--- config.mk ---
export PLATFORM = sky130hd
export DESIGN_NAME = mesi_isc_cpu_agent_flat
export DESIGN_NICKNAME = d
export VERILOG_FILES = /design/src/rtl/mesi_isc_cpu_agent_if.sv /design/src/rtl/mesi_isc_cpu_agent.sv /design/src/flat_wrapper.sv
export SDC_FILE = /design/constraint.sdc
export NUM_CORES = 1
export LEC_CHECK = 0
export BUFFER_PORTS_ARGS = -buffer_cell sky130_fd_sc_hd__buf_4
export CAP_MARGIN = 10
export CORE_ASPECT_RATIO = 0.75
export CORE_MARGIN = 2
export CORE_UTILIZATION = 40
export CTS_CLUSTER_SIZE = 25
export DETAILED_ROUTE_END_ITERATION = 6
export GPL_TIMING_DRIVEN = 0
export PLACE_DENSITY = 0.76
export SYNTH_ARGS = -nofsm -noshare
export SYNTH_HDL_FRONTEND = slang
export SYNTH_SLANG_ARGS = --single-unit
--- constraint.sdc ---
create_clock -name clk -period 2.9 [get_ports clk]
set_clock_uncertainty 0.1 [all_clocks]
set_input_delay 0.29 -clock clk [delete_from_list [all_inputs] [get_ports clk]]
set_output_delay 0.29 -clock clk [all_outputs]
set_load 0.01 [all_outputs]
--- src/rtl/mesi_isc_cpu_agent_if.sv ---
// Signal bundle for the MESI ISC CPU agent: CPU request port, main bus and coherence bus.
// The master modport is the agent's view; slave is the view of the CPU/controller side.
interface mesi_isc_cpu_agent_if #(
    parameter int ADDR_WIDTH = 32
);
    logic                  cpu_req_i;
    logic                  cpu_we_i;
    logic [ADDR_WIDTH-1:0] cpu_addr_i;
    logic                  cpu_ready_o;
    logic                  cpu_done_o;
    logic [2:0]            mbus_cmd_o;
    logic [ADDR_WIDTH-1:0] mbus_addr_o;
    logic                  mbus_ack_i;
    logic [2:0]            cbus_cmd_i;
    logic [ADDR_WIDTH-1:0] cbus_addr_i;
    logic                  cbus_ack_o;

    modport master (
        input  cpu_req_i,
        input  cpu_we_i,
        input  cpu_addr_i,
        output cpu_ready_o,
        output cpu_done_o,
        output mbus_cmd_o,
        output mbus_addr_o,
        input  mbus_ack_i,
        input  cbus_cmd_i,
        input  cbus_addr_i,
        output cbus_ack_o
    );

    modport slave (
        output cpu_req_i,
        output cpu_we_i,
        output cpu_addr_i,
        input  cpu_ready_o,
        input  cpu_done_o,
        input  mbus_cmd_o,
        input  mbus_addr_o,
        output mbus_ack_i,
        output cbus_cmd_i,
        output cbus_addr_i,
        input  cbus_ack_o
    );
endinterface

--- src/rtl/mesi_isc_cpu_agent.sv ---
// MESI ISC CPU agent: broadcast/enable/access request sequencer plus an independent snoop responder.
// Optional MESI_ISC_CPU_AGENT_STATS_EN adds snoop_cnt_o, a saturating count of snoop acknowledges.
//
// state   | meaning
// IDLE    | ready for a CPU request
// BROAD   | WR_BROAD/RD_BROAD on main bus until acked
// WAIT_EN | waiting for matching EN_WR/EN_RD on coherence bus
// ACCESS  | WR/RD on main bus until acked, then done pulse
module mesi_isc_cpu_agent #(
    parameter int ADDR_WIDTH = 32,
    parameter int SNOOP_LAT  = 2
) (
    input  logic                  clk,
    input  logic                  rst,
    mesi_isc_cpu_agent_if.master  bus
`ifdef MESI_ISC_CPU_AGENT_STATS_EN
    ,
    output logic [15:0]           snoop_cnt_o
`endif
);

    localparam logic [2:0] MBUS_NOP      = 3'd0;
    localparam logic [2:0] MBUS_WR       = 3'd1;
    localparam logic [2:0] MBUS_RD       = 3'd2;
    localparam logic [2:0] MBUS_WR_BROAD = 3'd3;
    localparam logic [2:0] MBUS_RD_BROAD = 3'd4;

    localparam logic [2:0] CBUS_WR_SNOOP = 3'd1;
    localparam logic [2:0] CBUS_RD_SNOOP = 3'd2;
    localparam logic [2:0] CBUS_EN_WR    = 3'd3;
    localparam logic [2:0] CBUS_EN_RD    = 3'd4;

    localparam logic [3:0] SNOOP_LOAD = 4'(SNOOP_LAT);

    typedef enum logic [1:0] {
        IDLE    = 2'd0,
        BROAD   = 2'd1,
        WAIT_EN = 2'd2,
        ACCESS  = 2'd3
    } state_t;

    state_t                state_q, state_d;
    logic [ADDR_WIDTH-1:0] addr_q, addr_d;
    logic                  we_q, we_d;
    logic                  done_q, done_d;
    logic                  en_ack_q, en_ack_d;
    logic [3:0]            snp_cnt_q, snp_cnt_d;
    logic                  cool_q, cool_d;

    logic                  en_hit;
    logic                  snoop_cmd;
    logic                  snoop_ack;

    always_ff @(posedge clk) begin
        if (rst) begin
            state_q   <= IDLE;
            addr_q    <= '0;
            we_q      <= 1'b0;
            done_q    <= 1'b0;
            en_ack_q  <= 1'b0;
            snp_cnt_q <= 4'd0;
            cool_q    <= 1'b0;
        end else begin
            state_q   <= state_d;
            addr_q    <= addr_d;
            we_q      <= we_d;
            done_q    <= done_d;
            en_ack_q  <= en_ack_d;
            snp_cnt_q <= snp_cnt_d;
            cool_q    <= cool_d;
        end
    end

    assign en_hit = (bus.cbus_cmd_i == (we_q ? CBUS_EN_WR : CBUS_EN_RD)) &&
                    (bus.cbus_addr_i == addr_q);

    // done_q holds off acceptance so the completion cycle never overlaps a new request
    always_comb begin
        state_d          = state_q;
        addr_d           = addr_q;
        we_d             = we_q;
        done_d           = 1'b0;
        en_ack_d         = 1'b0;
        bus.cpu_ready_o  = 1'b0;
        bus.mbus_cmd_o   = MBUS_NOP;
        bus.mbus_addr_o  = '0;
        case (state_q)
            IDLE: begin
                bus.cpu_ready_o = !done_q;
                if (bus.cpu_req_i && !done_q) begin
                    addr_d  = bus.cpu_addr_i;
                    we_d    = bus.cpu_we_i;
                    state_d = BROAD;
                end
            end
            BROAD: begin
                bus.mbus_cmd_o  = we_q ? MBUS_WR_BROAD : MBUS_RD_BROAD;
                bus.mbus_addr_o = addr_q;
                if (bus.mbus_ack_i) begin
                    state_d = WAIT_EN;
                end
            end
            WAIT_EN: begin
                if (en_hit) begin
                    en_ack_d = 1'b1;
                    state_d  = ACCESS;
                end
            end
            ACCESS: begin
                bus.mbus_cmd_o  = we_q ? MBUS_WR : MBUS_RD;
                bus.mbus_addr_o = addr_q;
                if (bus.mbus_ack_i) begin
                    done_d  = 1'b1;
                    state_d = IDLE;
                end
            end
            default: begin
                state_d = IDLE;
            end
        endcase
    end

    assign snoop_cmd = (bus.cbus_cmd_i == CBUS_WR_SNOOP) || (bus.cbus_cmd_i == CBUS_RD_SNOOP);

    // Ack fires on the last count; the following cycle is a cooldown that swallows a held command
    assign snoop_ack = (snp_cnt_q == 4'd1);

    always_comb begin
        snp_cnt_d = snp_cnt_q;
        cool_d    = snoop_ack;
        if (snp_cnt_q != 4'd0) begin
            snp_cnt_d = snp_cnt_q - 4'd1;
        end else if (snoop_cmd && !cool_q) begin
            snp_cnt_d = SNOOP_LOAD;
        end
    end

    assign bus.cbus_ack_o = en_ack_q || snoop_ack;
    assign bus.cpu_done_o = done_q;

`ifdef MESI_ISC_CPU_AGENT_STATS_EN
    logic [15:0] stat_q, stat_d;

    always_comb begin
        stat_d = stat_q;
        if (snoop_ack && (stat_q != 16'hFFFF)) begin
            stat_d = stat_q + 16'd1;
        end
    end

    always_ff @(posedge clk) begin
        if (rst) begin
            stat_q <= 16'd0;
        end else begin
            stat_q <= stat_d;
        end
    end

    assign snoop_cnt_o = stat_q;
`endif

endmodule

--- src/flat_wrapper.sv ---
// flat-port wrapper written by rule: the top's interface ports become plain ports
module mesi_isc_cpu_agent_flat 
#(
    parameter int ADDR_WIDTH = 32,
    parameter int SNOOP_LAT  = 2
)
  (clk, rst, bus_cpu_req_i, bus_cpu_we_i, bus_cpu_addr_i, bus_cpu_ready_o, bus_cpu_done_o, bus_mbus_cmd_o, bus_mbus_addr_o, bus_mbus_ack_i, bus_cbus_cmd_i, bus_cbus_addr_i, bus_cbus_ack_o);
  mesi_isc_cpu_agent_if #(.ADDR_WIDTH(ADDR_WIDTH)) bus_i ();
  input  logic clk;
  input  logic rst;
  input wire logic [$bits(bus_i.cpu_req_i)-1:0] bus_cpu_req_i;
  input wire logic [$bits(bus_i.cpu_we_i)-1:0] bus_cpu_we_i;
  input wire logic [$bits(bus_i.cpu_addr_i)-1:0] bus_cpu_addr_i;
  output wire logic [$bits(bus_i.cpu_ready_o)-1:0] bus_cpu_ready_o;
  output wire logic [$bits(bus_i.cpu_done_o)-1:0] bus_cpu_done_o;
  output wire logic [$bits(bus_i.mbus_cmd_o)-1:0] bus_mbus_cmd_o;
  output wire logic [$bits(bus_i.mbus_addr_o)-1:0] bus_mbus_addr_o;
  input wire logic [$bits(bus_i.mbus_ack_i)-1:0] bus_mbus_ack_i;
  input wire logic [$bits(bus_i.cbus_cmd_i)-1:0] bus_cbus_cmd_i;
  input wire logic [$bits(bus_i.cbus_addr_i)-1:0] bus_cbus_addr_i;
  output wire logic [$bits(bus_i.cbus_ack_o)-1:0] bus_cbus_ack_o;
  assign bus_i.cpu_req_i = bus_cpu_req_i;
  assign bus_i.cpu_we_i = bus_cpu_we_i;
  assign bus_i.cpu_addr_i = bus_cpu_addr_i;
  assign bus_cpu_ready_o = bus_i.cpu_ready_o;
  assign bus_cpu_done_o = bus_i.cpu_done_o;
  assign bus_mbus_cmd_o = bus_i.mbus_cmd_o;
  assign bus_mbus_addr_o = bus_i.mbus_addr_o;
  assign bus_i.mbus_ack_i = bus_mbus_ack_i;
  assign bus_i.cbus_cmd_i = bus_cbus_cmd_i;
  assign bus_i.cbus_addr_i = bus_cbus_addr_i;
  assign bus_cbus_ack_o = bus_i.cbus_ack_o;
  mesi_isc_cpu_agent #(.ADDR_WIDTH(ADDR_WIDTH), .SNOOP_LAT(SNOOP_LAT)) u_core (.clk(clk), .rst(rst), .bus(bus_i));
endmodule
==> flow_summary.ini, run 1 <==
[die]
dieHeight_um = 68.2
die_width_um = 89.6
placement_rows = 23
effective_utilization_at_floorplan_pct = 41.3
design.core.area_mm2 = 0.00532
dieArea_mm2 = 0.00611
io-pin-count = 110

[power_and_ir_drop]
p_int_uw = 1410
power.share.combinational_pct = 42.0
switching_share_pct = 36.9
pwr-share-clk_pct = 21.2
vdd.ir_drop.worst_v = 0.000301
power.leakage_uw = 0.00141
switching_power_uw = 823
cellPowerDensity_mw_per_mm2 = 694
seqPwrFrac_pct = 36.8

[route]
route.detailed.wl_per_inst_um = 14.0
drc = 0
routed-via-count = 2237
drtIter0Drc = 95
post_drt_via_cell_ratio = 4.77
totalWireLength_um = 6590
dr.pass1.iters = 4
drtAntennaViolNets = 0

[cts]
clkTransAtPathRegs_ps = 80
insertion_delay_ps = 290
htree_levels = 2
cts_tree = yes
postcts_setup_bufs = 0
clock_buffer_count_from_cts = 5
hold_buf_count_cts = 0
clk_root_buffer_cell = clkbuf_8
cts_resized = 0
cts_sinks = 42
cts-root-to-sink-buffers = 2

[layout]
synthToLayoutAreaGrowth_pct = 46.3
num-nets-final = 472
share_of_post_route_cells_with_drive_strength_above_1_pct = 30.2
antenna_diode_count = 0

[sta]
timing.final.setup_violations = 0
worst_relative_slew_slack_pct = 59.3
final_min_period_over_clock_period_pct = 86.1
setup_tns_ps = 0
worst_slew_pin_slew_ps = 602
max_freq_mhz = 401
slew_violations = 0
timing.final.ws_setup_ps = 403
timing_hold_violations_final = 0
rsz0062_at_grt = false
timing.final.crit_period_ps = 2500

[worst_setup_path]
path_max_fanout = 10
reg2reg_to = u_core.addr_q[6]
slowest_stage_delay_cp_ps = 410
setup.reg_to_reg.worst_slack_ps = 400
end_kind = register
startpoint_of_the_worst_slack_reg_to_reg_timing_path = u_core.state_q[0]
cp.arrival_ps = 2620
cp.required_ps = 3020
worst_path_max_delay_cell = clkbuf_1
critical_path.n_buffers_inverters = 4
cp_top_family = buffers and inverters
rr_worst_depth = 9
crit_type = reg -> reg
critPathLaunchType = register
path_common_cell = clkbuf_1
critical_path_cell_count = 9
cp_cell_sequence = clkbuf_1 > inv_1 > ha_1 > nor2b_1 > and2_1 > clkbuf_1 > clkbuf_1 > nand2_1 > a21oi_1

[synthesis]
postSynthNetCount = 357
syn_area_mm2 = 0.00220
synthesis.instances = 279
syn_avg_cell_area_um2 = 7.88
synth.yosys.seq_area_share_pct = 38.2
synth.lib_cells_used.distinct = 29
yosys_register_bits = 42
synth.yosys.warnings = 0

[global_route]
grt_pass1_wl_um = 9650
maximum_number_of_pins_on_one_net_before_global_route_repair = 13
globalRoute.totalOverflow = 0
grt_antenna_before_repair = 0
grtUsageTotal_pct = 21.1
grt_pass1_vias = 2012

[placement]
count_of_input_and_output_buffers = 108
pre_cts_slack_ps = 400
place_congestion = 0.817
place_hpwl_um = 5210

[status]
result_of_the_run = completed

[worst_hold_path]
worst_hold_path.num_cells = 3
hp_class = in -> reg
timing.hold.worst.start = bus_cpu_addr_i[18]
hold_end = u_core.addr_q[18]

[job]
max_cap_viol_count = 0
-- power by group through the flow --
stage	Sequential (µW)	Combinational, µW	Clock, µW
floorplan	804	600	0
CTS	821	938	481
global route	839	1040	502
global placement	828	915	0
finish	822	937	473
detailed placement	835	931	0
-- state kept, by name, summed over array words and instances (netlist names) --
register and flops:
u_core.addr_q 32, u_core.snp_cnt_q 4, u_core.state_q 2, u_core.bus.cpu_done_o 1
u_core.cool_q 1, u_core.en_ack_q 1, u_core.we_q 1
-- kinds of logic after synthesis --
| logic type | count (synthesis) | share of synthesized area [%] |
|---|---|---|
| DFF | 42 | 38.2 |
| buffers and inverters | 19 | 3.24 |
| and+or+nand+nor | 136 | 29.9 |
| adders and majority gates | 6 | 3.41 |
| xor gates and xnor gates | 33 | 13.1 |
| AOI/OAI and AO/OA | 40 | 10.5 |
| muxes | 3 | 1.48 |
-- worst max path at each step --
stage / slack, ps / to / from
floorplan: 840 / u_core.state_q[1] / u_core.we_q
global placement: 430 / u_core.addr_q[3] / u_core.state_q[0]
detailed placement: 400 / u_core.addr_q[6] / u_core.state_q[0]
CTS: 370 / u_core.addr_q[6] / u_core.state_q[0]
global route: 130 / u_core.addr_q[14] / u_core.state_q[0]
finish: 400 / u_core.addr_q[6] / u_core.state_q[0]
-- final cells by class --
type                            instances  area (µm²)
Clock inverter                          1        30.0
Buffer                                 15        56.3
Sequential cell                        42         841
Clock buffer                            6        82.6
Multi-Input combinational cell        218        1290
Inverter                                4        15.0
Tap cell                               75        93.8
Fill cell                             521        2110
Timing Repair Buffer                  108         811
-- routing by layer --
layer	share of wire, %	GRT usage [%]	up-vias
met4	0.46	3.36	0
met3	7.6	5.07	5
met5	0	0	-
li1	-	-	1132
met2	45	33.3	80
met1	47	29.8	1020
-- Yosys cell counts --
cell | instances | area share [%]
and2_1 | 33 | 9.4
dfxtp_1 | 42 | 38
a221oi_2 | 1 | 0.68
a211oi_1 | 2 | 0.68
clkbuf_1 | 14 | 2.4
and2b_1 | 1 | 0.34
or3_1 | 1 | 0.28
xnor2_1 | 25 | 10
inv_1 | 4 | 0.68
a21oi_1 | 34 | 7.7
nor3b_1 | 1 | 0.34
xor2_1 | 8 | 3.2
or4b_1 | 1 | 0.46
nor4_1 | 2 | 0.57
o21a_1 | 1 | 0.34
nor3_1 | 3 | 0.68
mux2i_1 | 1 | 0.46
and3_1 | 1 | 0.28
nor2_1 | 9 | 1.5
nand4b_1 | 1 | 0.40
nand4_1 | 7 | 2.0
o311ai_0 | 1 | 0.40
nand2_1 | 70 | 12
a2111oi_2 | 1 | 0.68
ha_1 | 6 | 3.4
nand2b_1 | 4 | 1.1
mux2_2 | 2 | 1.0
nor2b_1 | 2 | 0.57
buf_1 | 1 | 0.17
-- metrics by stage --
step                      instance area [µm²]  instances  util (%)  power (µW)  hold slack (ps)
after floorplan                          2200        279         -        1400              311
after global placement                   3100        462      58.3        1740              364
after detailed placement                 3100        462      58.3        1770              371
after CTS                                3220        469      60.4        2240              132
after global routing                     3220        469      60.4        2380              138
final                                    3220        469      60.4        2230              139
-- placed cells by master (no fill, tap or decap), types with 3 or more instances in the layout --
| cell type | netlist | routed |
|---|---|---|
| buf_4 | 0 | 108 |
| nand2_1 | 70 | 70 |
| dfxtp_1 | 42 | 42 |
| a21oi_1 | 34 | 34 |
| and2_1 | 33 | 33 |
| xnor2_1 | 25 | 25 |
| clkbuf_1 | 14 | 14 |
| nor2_1 | 9 | 9 |
| xor2_1 | 8 | 8 |
| nand4_1 | 7 | 7 |
| ha_1 | 6 | 6 |
| clkbuf_8 | 0 | 6 |
| inv_1 | 4 | 4 |
| nand2b_1 | 4 | 4 |
| nor3_1 | 3 | 3 |
-- worst register-to-register path, stage by stage, from the launching register on --
cell and delay (ps):
dfxtp_1 400, clkbuf_1 250, inv_1 130, ha_1 210
nor2b_1 240, and2_1 150, clkbuf_1 280, clkbuf_1 410
nand2_1 120, a21oi_1 140
No activity file was read; power rests on OpenSTA's default activity.
==> inputs of run 2 (changes only) <==
--- a/config.mk
+++ b/config.mk
@@ -11,4 +11,5 @@
 export CORE_MARGIN = 2
 export CORE_UTILIZATION = 40
+export CTS_BUF_LIST = sky130_fd_sc_hd__clkbuf_8
 export CTS_CLUSTER_SIZE = 25
 export DETAILED_ROUTE_END_ITERATION = 6
==> constraint.sdc (replaced) <==
create_clock -name clk -period 2.9 [get_ports clk]
set_clock_uncertainty 0.1 [all_clocks]
set_input_delay 0.145 -clock clk [delete_from_list [all_inputs] [get_ports clk]]
set_output_delay 0.145 -clock clk [all_outputs]
set_load 0.01 [all_outputs]
==> run 2 against run 1 <==
Net effect: the run now ends with hold timing left; hold slack worse by 140 ps; die area stayed put; via count is 3.4% higher; register-to-register slack hardly changed; clock-buffer cell count stayed put; combinational power is 2.5% higher; critical path depth stayed put; sequential share of layout area is 1.6 points lower; non-clock buffer count is 21 higher; first-iteration DRC count is 12% lower; critical endpoint unchanged.
==> flow_summary.ini, run 2 (synthesis results as in run 1) <==
[sta]
timing.final.ws_setup_ps = 402
timing.final.crit_period_ps = 2500
worst_relative_slew_slack_pct = 58.9
timing_hold_violations_final = 1
setup_tns_ps = 0
rsz0062_at_grt = false
timing.final.setup_violations = 0
final_min_period_over_clock_period_pct = 86.1
slew_violations = 0
hold_slack_ps = -3.29
max_freq_mhz = 400
worst_slew_pin_slew_ps = 609

[placement]
area_of_placed_instances_mm2 = 0.00310
count_of_input_and_output_buffers = 108
place_congestion = 0.817
place_hpwl_um = 5210
pre_cts_slack_ps = 400

[worst_setup_path]
crit_type = reg -> reg
path_max_fanout = 10
cp.arrival_ps = 2620
cp.required_ps = 3020
critPathLaunchType = register
end_kind = register

[layout]
fill_cells = 494
antenna_diode_count = 0
footprint_of_the_multi_input_gates_mm2 = 0.00129
synthToLayoutAreaGrowth_pct = 55.8
design_area_mm2 = 0.00343
largest_register_ff_count = 32
largestRegisters = u_core.addr_q: 32 flops, u_core.snp_cnt_q: 4 flops, u_core.state_q: 2 flops
num-nets-final = 493
layout.cells.most_common_list = buf_4, nand2_1, dfxtp_1
share_of_post_route_cells_with_drive_strength_above_1_pct = 28.7
final-seq-area_um2 = 841
finish.utilization_pct = 64.3
most_frequent_standard_cell_in_the_layout_excluding_fill_and_tap_cells = buf_4
top_register = u_core.addr_q

[die]
placement_rows = 23
dieHeight_um = 68.2
dieArea_mm2 = 0.00611
die_width_um = 89.6
io-pin-count = 110
design.core.area_mm2 = 0.00532
effective_utilization_at_floorplan_pct = 41.3

[route]
routed-via-count = 2313
dr.pass1.iters = 4
drtAntennaViolNets = 0
totalWireLength_um = 6840
post_drt_via_cell_ratio = 4.72
route.detailed.wl_per_inst_um = 14.0
drtIter0Drc = 84
drc = 0

[power_and_ir_drop]
vdd.ir_drop.worst_v = 0.000302
power.leakage_uw = 0.00150
design_power_total_uw = 2260
cellPowerDensity_mw_per_mm2 = 659

[global_route]
grtUsageTotal_pct = 22.1
grt_pass1_wl_um = 10100
grt_pass1_vias = 2135
maximum_number_of_pins_on_one_net_before_global_route_repair = 13
globalRoute.totalOverflow = 0
grt_antenna_before_repair = 0

[status]
failing_checks = hold timing
result_of_the_run = complete, but fails checks

[cts]
clk_root_buffer_cell = clkbuf_8
clock_buffer_count_from_cts = 5
cts_sinks = 42
cts-root-to-sink-buffers = 2
cts_resized = 0
insertion_delay_ps = 290
cts_tree = yes
htree_levels = 2
clkTransAtPathRegs_ps = 80

[job]
max_cap_viol_count = 0

[worst_hold_path]
hp_class = in -> reg
## run 2: worst max-delay path: stages, from the launching register on
cell and delay (ps):
dfxtp_1 410, clkbuf_1 250, inv_1 130, ha_1 210
nor2b_1 230, and2_1 150, clkbuf_1 280, clkbuf_1 400
nand2_1 110, a21oi_1 140
## run 2: area by class of cell
class                   instances  share of cell area (%)
plain buffers                  15                    1.64
clock buffers                   6                    2.41
clock inverters                 1                   0.877
inverters                       4                   0.438
multi-input cells             218                    37.5
flip-flops and latches         42                    24.5
well taps                      75                    2.74
repair buffers                129                    29.8
## run 2: routing by layer
| metal | up-vias | wire length (µm) | GRT usage, % |
|---|---|---|---|
| met5 | - | 0 | 0 |
| met4 | 0 | 36 | 3.54 |
| met3 | 4 | 489 | 5.19 |
| met2 | 81 | 3230 | 36.9 |
| met1 | 1051 | 3080 | 29.6 |
| li1 | 1177 | - | - |
## run 2: what timing repair did
action / CTS / global route
setup buffers: 0 / 0
hold buffers: 21 / 0
endpoints found under the hold margin: 21 / 0
## run 2: power breakdown
group	switching [µW]	total [µW]	internal (µW)
sequential	119	824	705
clock	198	473	276
combinational	513	960	446
total	830	2260	1430
## run 2: final timing paths
check                     startpoint                 to  slack [ps]  depth (start not counted)
hold / removal    bus_cpu_addr_i[14]  u_core.addr_q[14]          -3                          3
setup reg to reg   u_core.state_q[0]   u_core.addr_q[6]         400                          9
hold reg to reg     u_core.addr_q[0]   u_core.addr_q[0]         380                          2
setup / recovery   u_core.state_q[0]   u_core.addr_q[6]         400                          9
## run 2: through the flow
stage	hold WS, ps	instances
floorplan	166	279
global placement	276	462
detailed placement	303	462
CTS	0.131	490
global route	6.00	490
finish	-3.29	490
